===== src/rtl/prefix_subtractor_pipe_if.sv =====
// Operand/result handshake bundle for prefix_subtractor_pipe.
// The master side is the operand producer and result consumer; the slave side is the subtractor.
interface prefix_subtractor_pipe_if #(
  parameter int WIDTH = 8
);
  logic             in_valid;
  logic             in_ready;
  logic [WIDTH-1:0] a;
  logic [WIDTH-1:0] b;
  logic             out_valid;
  logic             out_ready;
  logic [WIDTH-1:0] diff;
  logic             borrow;
  logic             zero;
  logic             ovf;

  modport master (
    output in_valid, a, b, out_ready,
    input  in_ready, out_valid, diff, borrow, zero, ovf
  );

  modport slave (
    input  in_valid, a, b, out_ready,
    output in_ready, out_valid, diff, borrow, zero, ovf
  );
endinterface


===== src/rtl/prefix_subtractor_pipe.sv =====
// Two-stage valid/ready subtractor, diff = a + ~b + 1, using a Sklansky prefix carry tree.
// Optional macro SUB_SATURATE_EN clamps diff to 0 on borrow (unsigned saturating subtract).

module psp_black_cell (
  input  logic gh,
  input  logic ph,
  input  logic gl,
  input  logic pl,
  output logic g,
  output logic p
);
  assign g = gh | (ph & gl);
  assign p = ph & pl;
endmodule

module prefix_subtractor_pipe #(
  parameter int WIDTH = 8   // power of two, 4..32
) (
  input  logic clk,
  input  logic rst_n,
  prefix_subtractor_pipe_if.slave bus
);
  localparam int LV = $clog2(WIDTH);

  logic [2:1]       vld_pipe;
  logic             advance;
  logic             accept;

  logic [WIDTH-1:0] s1_p;
  logic [WIDTH-1:0] s1_g;
  logic             s1_a_msb;
  logic             s1_b_msb;

  logic [LV:0][WIDTH-1:0] gt;
  logic [LV:0][WIDTH-1:0] pt;
  logic [WIDTH-1:0] c;
  logic [WIDTH-1:0] diff_raw;
  logic [WIDTH-1:0] diff_nxt;
  logic             borrow_nxt;
  logic             zero_nxt;
  logic             ovf_nxt;

  logic [WIDTH-1:0] diff_q;
  logic             borrow_q;
  logic             zero_q;
  logic             ovf_q;

  assign advance      = !vld_pipe[2] || bus.out_ready;
  assign bus.in_ready = !vld_pipe[1] || advance;
  assign accept       = bus.in_valid && bus.in_ready;

  // Sklansky tree: at level k, bit i (bit k of i set) takes the head of the block below it.
  assign gt[0] = s1_g;
  assign pt[0] = s1_p;

  for (genvar k = 0; k < LV; k++) begin : g_lvl
    for (genvar i = 0; i < WIDTH; i++) begin : g_bit
      if (((i >> k) & 1) == 1) begin : g_cell
        localparam int J = ((i >> k) << k) - 1;
        psp_black_cell u_cell (
          .gh(gt[k][i]), .ph(pt[k][i]),
          .gl(gt[k][J]), .pl(pt[k][J]),
          .g (gt[k+1][i]), .p(pt[k+1][i])
        );
      end else begin : g_pass
        assign gt[k+1][i] = gt[k][i];
        assign pt[k+1][i] = pt[k][i];
      end
    end
  end

  // Carry-in of 1 enters as g_-1 = 1, so every prefix that fully propagates also carries.
  assign c          = gt[LV] | pt[LV];
  assign diff_raw   = s1_p ^ {c[WIDTH-2:0], 1'b1};
  assign borrow_nxt = ~c[WIDTH-1];
  // Overflow describes the arithmetic itself, so it is taken from the wrapped difference.
  assign ovf_nxt    = (s1_a_msb != s1_b_msb) && (diff_raw[WIDTH-1] != s1_a_msb);
`ifdef SUB_SATURATE_EN
  assign diff_nxt   = borrow_nxt ? '0 : diff_raw;
`else
  assign diff_nxt   = diff_raw;
`endif
  assign zero_nxt   = (diff_nxt == '0);

  always_ff @(posedge clk or negedge rst_n) begin
    if (!rst_n) begin
      vld_pipe <= '0;
      s1_p     <= '0;
      s1_g     <= '0;
      s1_a_msb <= 1'b0;
      s1_b_msb <= 1'b0;
      diff_q   <= '0;
      borrow_q <= 1'b0;
      zero_q   <= 1'b0;
      ovf_q    <= 1'b0;
    end else begin
      vld_pipe[1] <= accept || (vld_pipe[1] && !advance);
      if (accept) begin
        s1_p     <= bus.a ^ ~bus.b;
        s1_g     <= bus.a & ~bus.b;
        s1_a_msb <= bus.a[WIDTH-1];
        s1_b_msb <= bus.b[WIDTH-1];
      end
      if (advance) begin
        vld_pipe[2] <= vld_pipe[1];
        if (vld_pipe[1]) begin
          diff_q   <= diff_nxt;
          borrow_q <= borrow_nxt;
          zero_q   <= zero_nxt;
          ovf_q    <= ovf_nxt;
        end
      end
    end
  end

  assign bus.out_valid = vld_pipe[2];
  assign bus.diff      = diff_q;
  assign bus.borrow    = borrow_q;
  assign bus.zero      = zero_q;
  assign bus.ovf       = ovf_q;
endmodule


===== src/flat_wrapper.sv =====
// flat-port wrapper written by rule: the top's interface ports become plain ports
module prefix_subtractor_pipe_flat 
#(
  parameter int WIDTH = 8                         
)
  (clk, rst_n, bus_in_valid, bus_a, bus_b, bus_out_ready, bus_in_ready, bus_out_valid, bus_diff, bus_borrow, bus_zero, bus_ovf);
  prefix_subtractor_pipe_if #(.WIDTH(WIDTH)) bus_i ();
  input  logic clk;
  input  logic rst_n;
  input wire logic [$bits(bus_i.in_valid)-1:0] bus_in_valid;
  input wire logic [$bits(bus_i.a)-1:0] bus_a;
  input wire logic [$bits(bus_i.b)-1:0] bus_b;
  input wire logic [$bits(bus_i.out_ready)-1:0] bus_out_ready;
  output wire logic [$bits(bus_i.in_ready)-1:0] bus_in_ready;
  output wire logic [$bits(bus_i.out_valid)-1:0] bus_out_valid;
  output wire logic [$bits(bus_i.diff)-1:0] bus_diff;
  output wire logic [$bits(bus_i.borrow)-1:0] bus_borrow;
  output wire logic [$bits(bus_i.zero)-1:0] bus_zero;
  output wire logic [$bits(bus_i.ovf)-1:0] bus_ovf;
  assign bus_i.in_valid = bus_in_valid;
  assign bus_i.a = bus_a;
  assign bus_i.b = bus_b;
  assign bus_i.out_ready = bus_out_ready;
  assign bus_in_ready = bus_i.in_ready;
  assign bus_out_valid = bus_i.out_valid;
  assign bus_diff = bus_i.diff;
  assign bus_borrow = bus_i.borrow;
  assign bus_zero = bus_i.zero;
  assign bus_ovf = bus_i.ovf;
  prefix_subtractor_pipe #(.WIDTH(WIDTH)) u_core (.clk(clk), .rst_n(rst_n), .bus(bus_i));
endmodule

===== config.mk =====
export PLATFORM = sky130hd
export DESIGN_NAME = prefix_subtractor_pipe_flat
export DESIGN_NICKNAME = d
export VERILOG_FILES = /design/src/rtl/prefix_subtractor_pipe_if.sv /design/src/rtl/prefix_subtractor_pipe.sv /design/src/flat_wrapper.sv
export SDC_FILE = /design/constraint.sdc
export NUM_CORES = 1
export LEC_CHECK = 0
export ABC_CLOCK_PERIOD_IN_PS = 2100
export CAP_MARGIN = 20
export CORE_ASPECT_RATIO = 1.2
export CORE_MARGIN = 4
export CORE_UTILIZATION = 49
export CTS_BUF_LIST = sky130_fd_sc_hd__clkbuf_2
export DETAILED_ROUTE_END_ITERATION = 8
export GPL_TIMING_DRIVEN = 0
export PLACE_DENSITY = 0.85
export SLEW_MARGIN = 20
export SYNTH_ARGS = -nofsm -noshare
export SYNTH_HDL_FRONTEND = slang
export SYNTH_SLANG_ARGS = --single-unit

===== constraint.sdc =====
create_clock -name clk -period 2.1 [get_ports clk]
set_clock_uncertainty 0.2 [all_clocks]
set_input_delay 0.315 -clock clk [delete_from_list [all_inputs] [get_ports clk]]
set_output_delay 0.315 -clock clk [all_outputs]
set_load 0.005 [all_outputs]

* Yosys cells after proc, flatten, opt, wreduce, memory -nomap -nowiden *
Cells that the tools add are included.

word-level totals
  bits in registers = 31
  latch bits = 0
  memory bits (writable) = 0
  bits in read-only memories = 0
  input port bits = 20
  output and inout port bits = 13
  memories kept = 0

cells by class
  add/subtract/negate cells = 0
  multiply operators = 0
  div/mod/pow operators = 0
  magnitude comparators = 0
  equal/unequal tests = 2
  shift-type cells = 0
  mux-type cells = 0
  bitwise operators = 42
  reduce and logical (&&, ||, !) cells = 11

operator list
  cell                 number
  bitwise AND 1 bit    24
  bitwise XOR 8 bit    2
  OR 1 bit             12
  bitwise AND 8 bit    1
  logical NOT 8 bit    1
  inverter 8 bit       1
  OR 8 bit             1
  logical AND 1 bit    3
  logical NOT 1 bit    3
  logical OR 1 bit     3
  != test 1 bit        2
  AND reduction 2 bit  1
  inverter 1 bit       1

* Depth between registers and ports, before layout *
  depth in word-level cells = 10
  depth in mapped cells = 6
  mapped depth without buffers = 5

* Modules after synthesis *
Synthesis repeated with hierarchy kept, for this count alone.

unflattened totals
  cells, all modules = 148
  area total of the unflattened synthesis = 1649.1 um2

by module, submodules not included
  module                  times used  cells each  area each (um2)
  prefix_subtractor_pipe  1           124         1468.9
  psp_black_cell          12          2           15.0

* Worst setup path after synthesis *
OpenSTA, ideal clock, no wires.

  path type = register -> register
  start point = register u_core.s1_g[4]
  end point = register u_core.zero_q (netlist: u_core.bus.zero)
  setup time = 0.122 ns
  arrival = 1.485 ns
  path slack = 0.294 ns
  cell stages (with the launch flop) = 6
  path buffers = 0
  period minus slack after synthesis = 1.806 ns
  path through = dfrtp_1 > nor4_2 > nand2_1 > a32o_1 > or2_1 > a32o_1

on the way
  longest elaborated chain between the ends = 8
  elaborated cells between the ends (all ways) = 10

RTL lines
  item                    RTL line                       text
  from (decl)             prefix_subtractor_pipe.sv:30   logic [WIDTH-1:0] s1_g;
  from (signal assigned)  prefix_subtractor_pipe.sv:100  s1_g <= bus.a & ~bus.b;
  bitwise AND 1 bit       prefix_subtractor_pipe.sv:12   assign g = gh | (ph & gl);
  OR 1 bit                prefix_subtractor_pipe.sv:12
  bitwise AND 1 bit       prefix_subtractor_pipe.sv:12
  OR 1 bit (2 in series)  prefix_subtractor_pipe.sv:12
  OR 8 bit *              prefix_subtractor_pipe.sv:73   assign c = gt[LV] | pt[LV];
  bitwise XOR 8 bit *     prefix_subtractor_pipe.sv:74   assign diff_raw = s1_p ^ {c[WIDTH-2:0], 1'b1};
  logical NOT 8 bit *     prefix_subtractor_pipe.sv:83   assign zero_nxt = (diff_nxt == '0);
  to (signal assigned)    prefix_subtractor_pipe.sv:109  zero_q <= zero_nxt;
  to (decl)               prefix_subtractor_pipe.sv:45   logic zero_q;

Every way passes the cells marked *; elsewhere a longest branch is shown, timed or not.
A chain may end at the register's enable or synchronous reset.

* Worst setup path after layout *
Ends and elaborated chain as after synthesis.

==> metrics list <==
* Area of the die: between 0.004 and 0.005 sq mm
- Critical Setup Path Class: reg -> reg
- Routed length on met3: between 150 and 200 um
* Yosys top cell area share: 50.3%
- TritonCTS built the clock tree.
- Total of warnings raised by yosys: 0
- Row Count: 22
- The detailed router finished its first iteration with 34 violations.
- Headroom to the max-slew limit came out at between 50% and 60%.
- HPWL after DPL: 2330 um
- Setup violations remaining at the end of the flow were counted as 0.
- The detailed router used layers up to and including met4.
- Slew at the pin closest to its max-slew limit: 690 ps
- The detail route stage leaves a number of antenna-violating nets equal to 0.
- In this run the clock root is driven by a clkbuf_2.
* Final worst-path cycle share: 95.4%
* Total of buffers placed on input and output ports: 32
* WL met1: about 1200 um
* Endpoint kind of the worst setup timing path: flop
- DRC violation count after routing: 0
- In the routed layout, each cell is associated on average with a via count of ~5.3.
- The final-report max-slew violation count is 0.
- Of all nets on the critical path, the largest fanout is 5.
- Clock latency on the worst-skew pair, taken at its later pin, is roughly 360 ps.
* Post-Syn Instances: approximately 140
* Max rail drop VDD: roughly 0.55 mV
- The run finished with clean final reports.
* Num CTS Buffers: 5
* H-tree levels: 2
* Capturing point of the worst reg2reg path: u_core.bus.zero$_DFFE_PN0P_
- Mapped Nets: roughly 160
- Vertical die dimension: 69.4 um
- After the last flow step, the layout net total stands at roughly 200.
- Number of buffers inserted by post-CTS setup repair: 0
- The first global-routing pass estimated about 4900 um of wire.
* Initial cell density of the core: between 50% and 60%
- For the worst setup path, the data required time is between 2000 and 2500 ps.
- Counting every sink on the clock net gives 31.
- The pre-antenna-repair detailed-routing pass consisted of 4 iterations.
* Number of distinct library cell variants in the gate-level netlist after synthesis: 34
- Once placement completed, the tool counted placed cells totaling roughly 200.
* Average wire per standard cell: ~14 um
- In this run the power spent charging and discharging nets is 506 uW.
- Wirelength, routed: around 3000 um
* Number of hold violations in the final report: 0
* Combinational Power Share: between 30% and 40%
- A synthesized cell averages 11.4 sq um.
* Dominant synthesized flop cell: dfrtp_1
- RSZ-0062 raised after global routing: false
* Global placement routability congestion: between 0.8 and 0.9
- In the final layout, the share of cells above drive strength 1 is a little under a fifth.
- Reported max-cap violation count: 0
- 0 antenna diodes ended up in the layout.
* Largest buffer count on any clock path: 2
- Total global routing track utilization: about 16%
- The clock period could shrink to between 2000 and 2500 ps.
- Sequential cells burn 51.0% of the power.
- After synthesis, the share of flip-flops with an asynchronous set or reset is 100%.
- The clock network is responsible for roughly 17% of the overall power.
- Internal reg-to-reg setup slack: 100 ps
* Total global routing overflow: 0
- Yosys attributes the largest share of cell area to dfrtp_1 (50%), mux2_2 (12%), ha_1 (6.5%), nand2_1 (4.4%), o21ai_0 (3.2%).
* End point of the most critical hold path: u_core.bus.borrow$_DFFE_PN0P_
* Die width: approximately 60 um
- Number of synthesized register bits: 31
- The commonest cells after synthesis are dfrtp_1 (31), nand2_1 (18), mux2_2 (17).
- Area growth from synthesis to layout: 26.5%
* Crit path launch type: flop
* Hold Crit Class: reg -> reg
* Cell area power density: between 800 and 900 mW/mm^2
* Post-synth EDFFs: 0
- Net switching is 31.2% of the power.
- Final non-filler cell total: approximately 210
* Achievable Freq: approximately 0.5 GHz
* Worst Path Arrival: approximately 2000 ps
- Number of antenna violations at the first check in global routing: 0
- The largest total area in the synthesized netlist belongs to dfrtp_1.
* Cell-internal power: about 1.1 mW
* Power Total: between 1.5 and 2 mW
- Area of the placeable core: 0.00306 sq mm
* Worst-path clk slew: 150 ps
- Entering global routing, the biggest net connects 32 pins.
- Leakage: ~0.9 nW
- Counting instances, the worst hold path has a depth of 1.
* Ports: 33
* Number of global-route vias before repair: about 1200
- Worst Hold Launch: u_core.s1_g[7]$_DFFE_PN0P_
- Met2 routed WL: approximately 1500 um
- The number of cells on the worst reg-to-reg path is 5.
- Sequential elements use 50.3% of the synthesized area.
- The worst register-to-register path begins at u_core.s1_g[4]$_DFFE_PN0P_.
- The mapped netlist covers 0.00154 sq mm.
- Yosys instantiated no cell more often than dfrtp_1.
* Vias after detailed routing: 1134
-- placed cells by master, fill, tap and decap left out, types with 2 or more instances in the layout --
cell             instances
nor3_1                   2
o21ai_0                  9
inv_1                    8
clkbuf_2                 7
nand2_1                 18
xor2_1                   4
dfrtp_1                 31
o21a_1                   2
a21oi_1                  2
nand2b_1                 4
o211ai_1                 3
mux2_2                  17
a32o_1                   2
nor2_1                   2
clkinv_1                 2
a21o_2                   2
clkdlybuf4s50_1         31
o31ai_1                  2
buf_2                    2
ha_1                     8
-- metrics by stage --
stage / util, % / worst slack, ps / cell area [sq um] / hold slack, ps / setup TNS [ps]
after global routing: 63.8 / 59.8 / 1950 / 316 / 0
after global placement: 62.4 / -151 / 1910 / 246 / -1200
after detailed placement: 62.2 / -220 / 1900 / 198 / -1700
after CTS: 63.8 / 98.4 / 1950 / 303 / 0
final: 63.8 / 95.6 / 1950 / 293 / 0
after floorplan: - / 294 / 1540 / -181 / 0
-- flip-flops by register name (all words and copies together) (netlist names) --
signal / cells
u_core.bus.diff: 8
u_core.bus.zero: 1
u_core.bus.borrow: 1
u_core.bus.ovf: 1
u_core.s1_a_msb: 1
u_core.vld_pipe: 2
u_core.s1_p: 8
u_core.s1_g: 8
u_core.s1_b_msb: 1
-- worst max-delay path by stage --
stage	from	end	slack, ps	cells past startpoint
final	u_core.s1_g[4]$_DFFE_PN0P_	u_core.bus.zero$_DFFE_PN0P_	100	5
after global routing	u_core.vld_pipe[1]$_DFF_PN0_	bus_in_ready	60	2
after CTS	u_core.s1_p[0]$_DFFE_PN0P_	u_core.bus.zero$_DFFE_PN0P_	100	5
after detailed placement	bus_out_ready	u_core.s1_g[2]$_DFFE_PN0P_	-220	5
after global placement	bus_out_ready	u_core.s1_p[7]$_DFFE_PN0P_	-150	5
after floorplan	u_core.s1_g[4]$_DFFE_PN0P_	u_core.bus.zero$_DFFE_PN0P_	290	5
-- layer usage --
layer	vias up	global-route usage, %
li1	560	-
met3	7	3.54
met4	0	10.8
met5	-	0
met2	30	26.2
met1	537	17.6
-- power by group through the flow --
| stage | sequential [mW] | clock (mW) | combinational [mW] |
|---|---|---|---|
| 6_report | 0.826 | 0.269 | 0.525 |
| 5_1_grt | 0.845 | 0.306 | 0.586 |
| 4_1_cts | 0.827 | 0.281 | 0.532 |
| 3_5_place_dp | 0.841 | 0 | 0.529 |
| 3_3_place_gp | 0.826 | 0 | 0.506 |
| 2_1_floorplan | 0.820 | 0 | 0.280 |
-- logic make-up after synthesis --
| kind of cell | count (synthesis) | share of synthesized area (%) |
|---|---|---|
| flops | 31 | 50.3 |
| fa+ha+maj | 8 | 6.49 |
| buf+inv | 12 | 3.73 |
| simple gates | 35 | 11.6 |
| compound gates | 26 | 11.9 |
| xor+xnor | 5 | 2.84 |
| mux | 18 | 13.1 |
-- critical path: stages (launching register included) --
cell     delay [ps]
dfrtp_1         460
nor4_2          310
nand2_1         150
a32o_1          300
or2_1           260
a32o_1          230
-- repair_timing --
| action | 4_1_cts | 5_1_grt |
|---|---|---|
| gates resized for setup | 0 | 1 |
| endpoints found under the setup margin | 0 | 1 |
| hold endpoints to repair | 31 | 0 |
| hold buffers | 1 | 0 |
-- final cells by class --
| type | count | area [sq um] |
|---|---|---|
| Multi-Input combinational cell | 92 | 708 |
| Inverter | 8 | 30.0 |
| Clock inverter | 2 | 7.51 |
| Sequential cell | 31 | 776 |
| Tap cell | 36 | 45.0 |
| Timing Repair Buffer | 33 | 325 |
| Clock buffer | 6 | 30.0 |
| Fill cell | 251 | 1110 |
| Buffer | 4 | 27.5 |
Power figures use the tool's default switching activity.
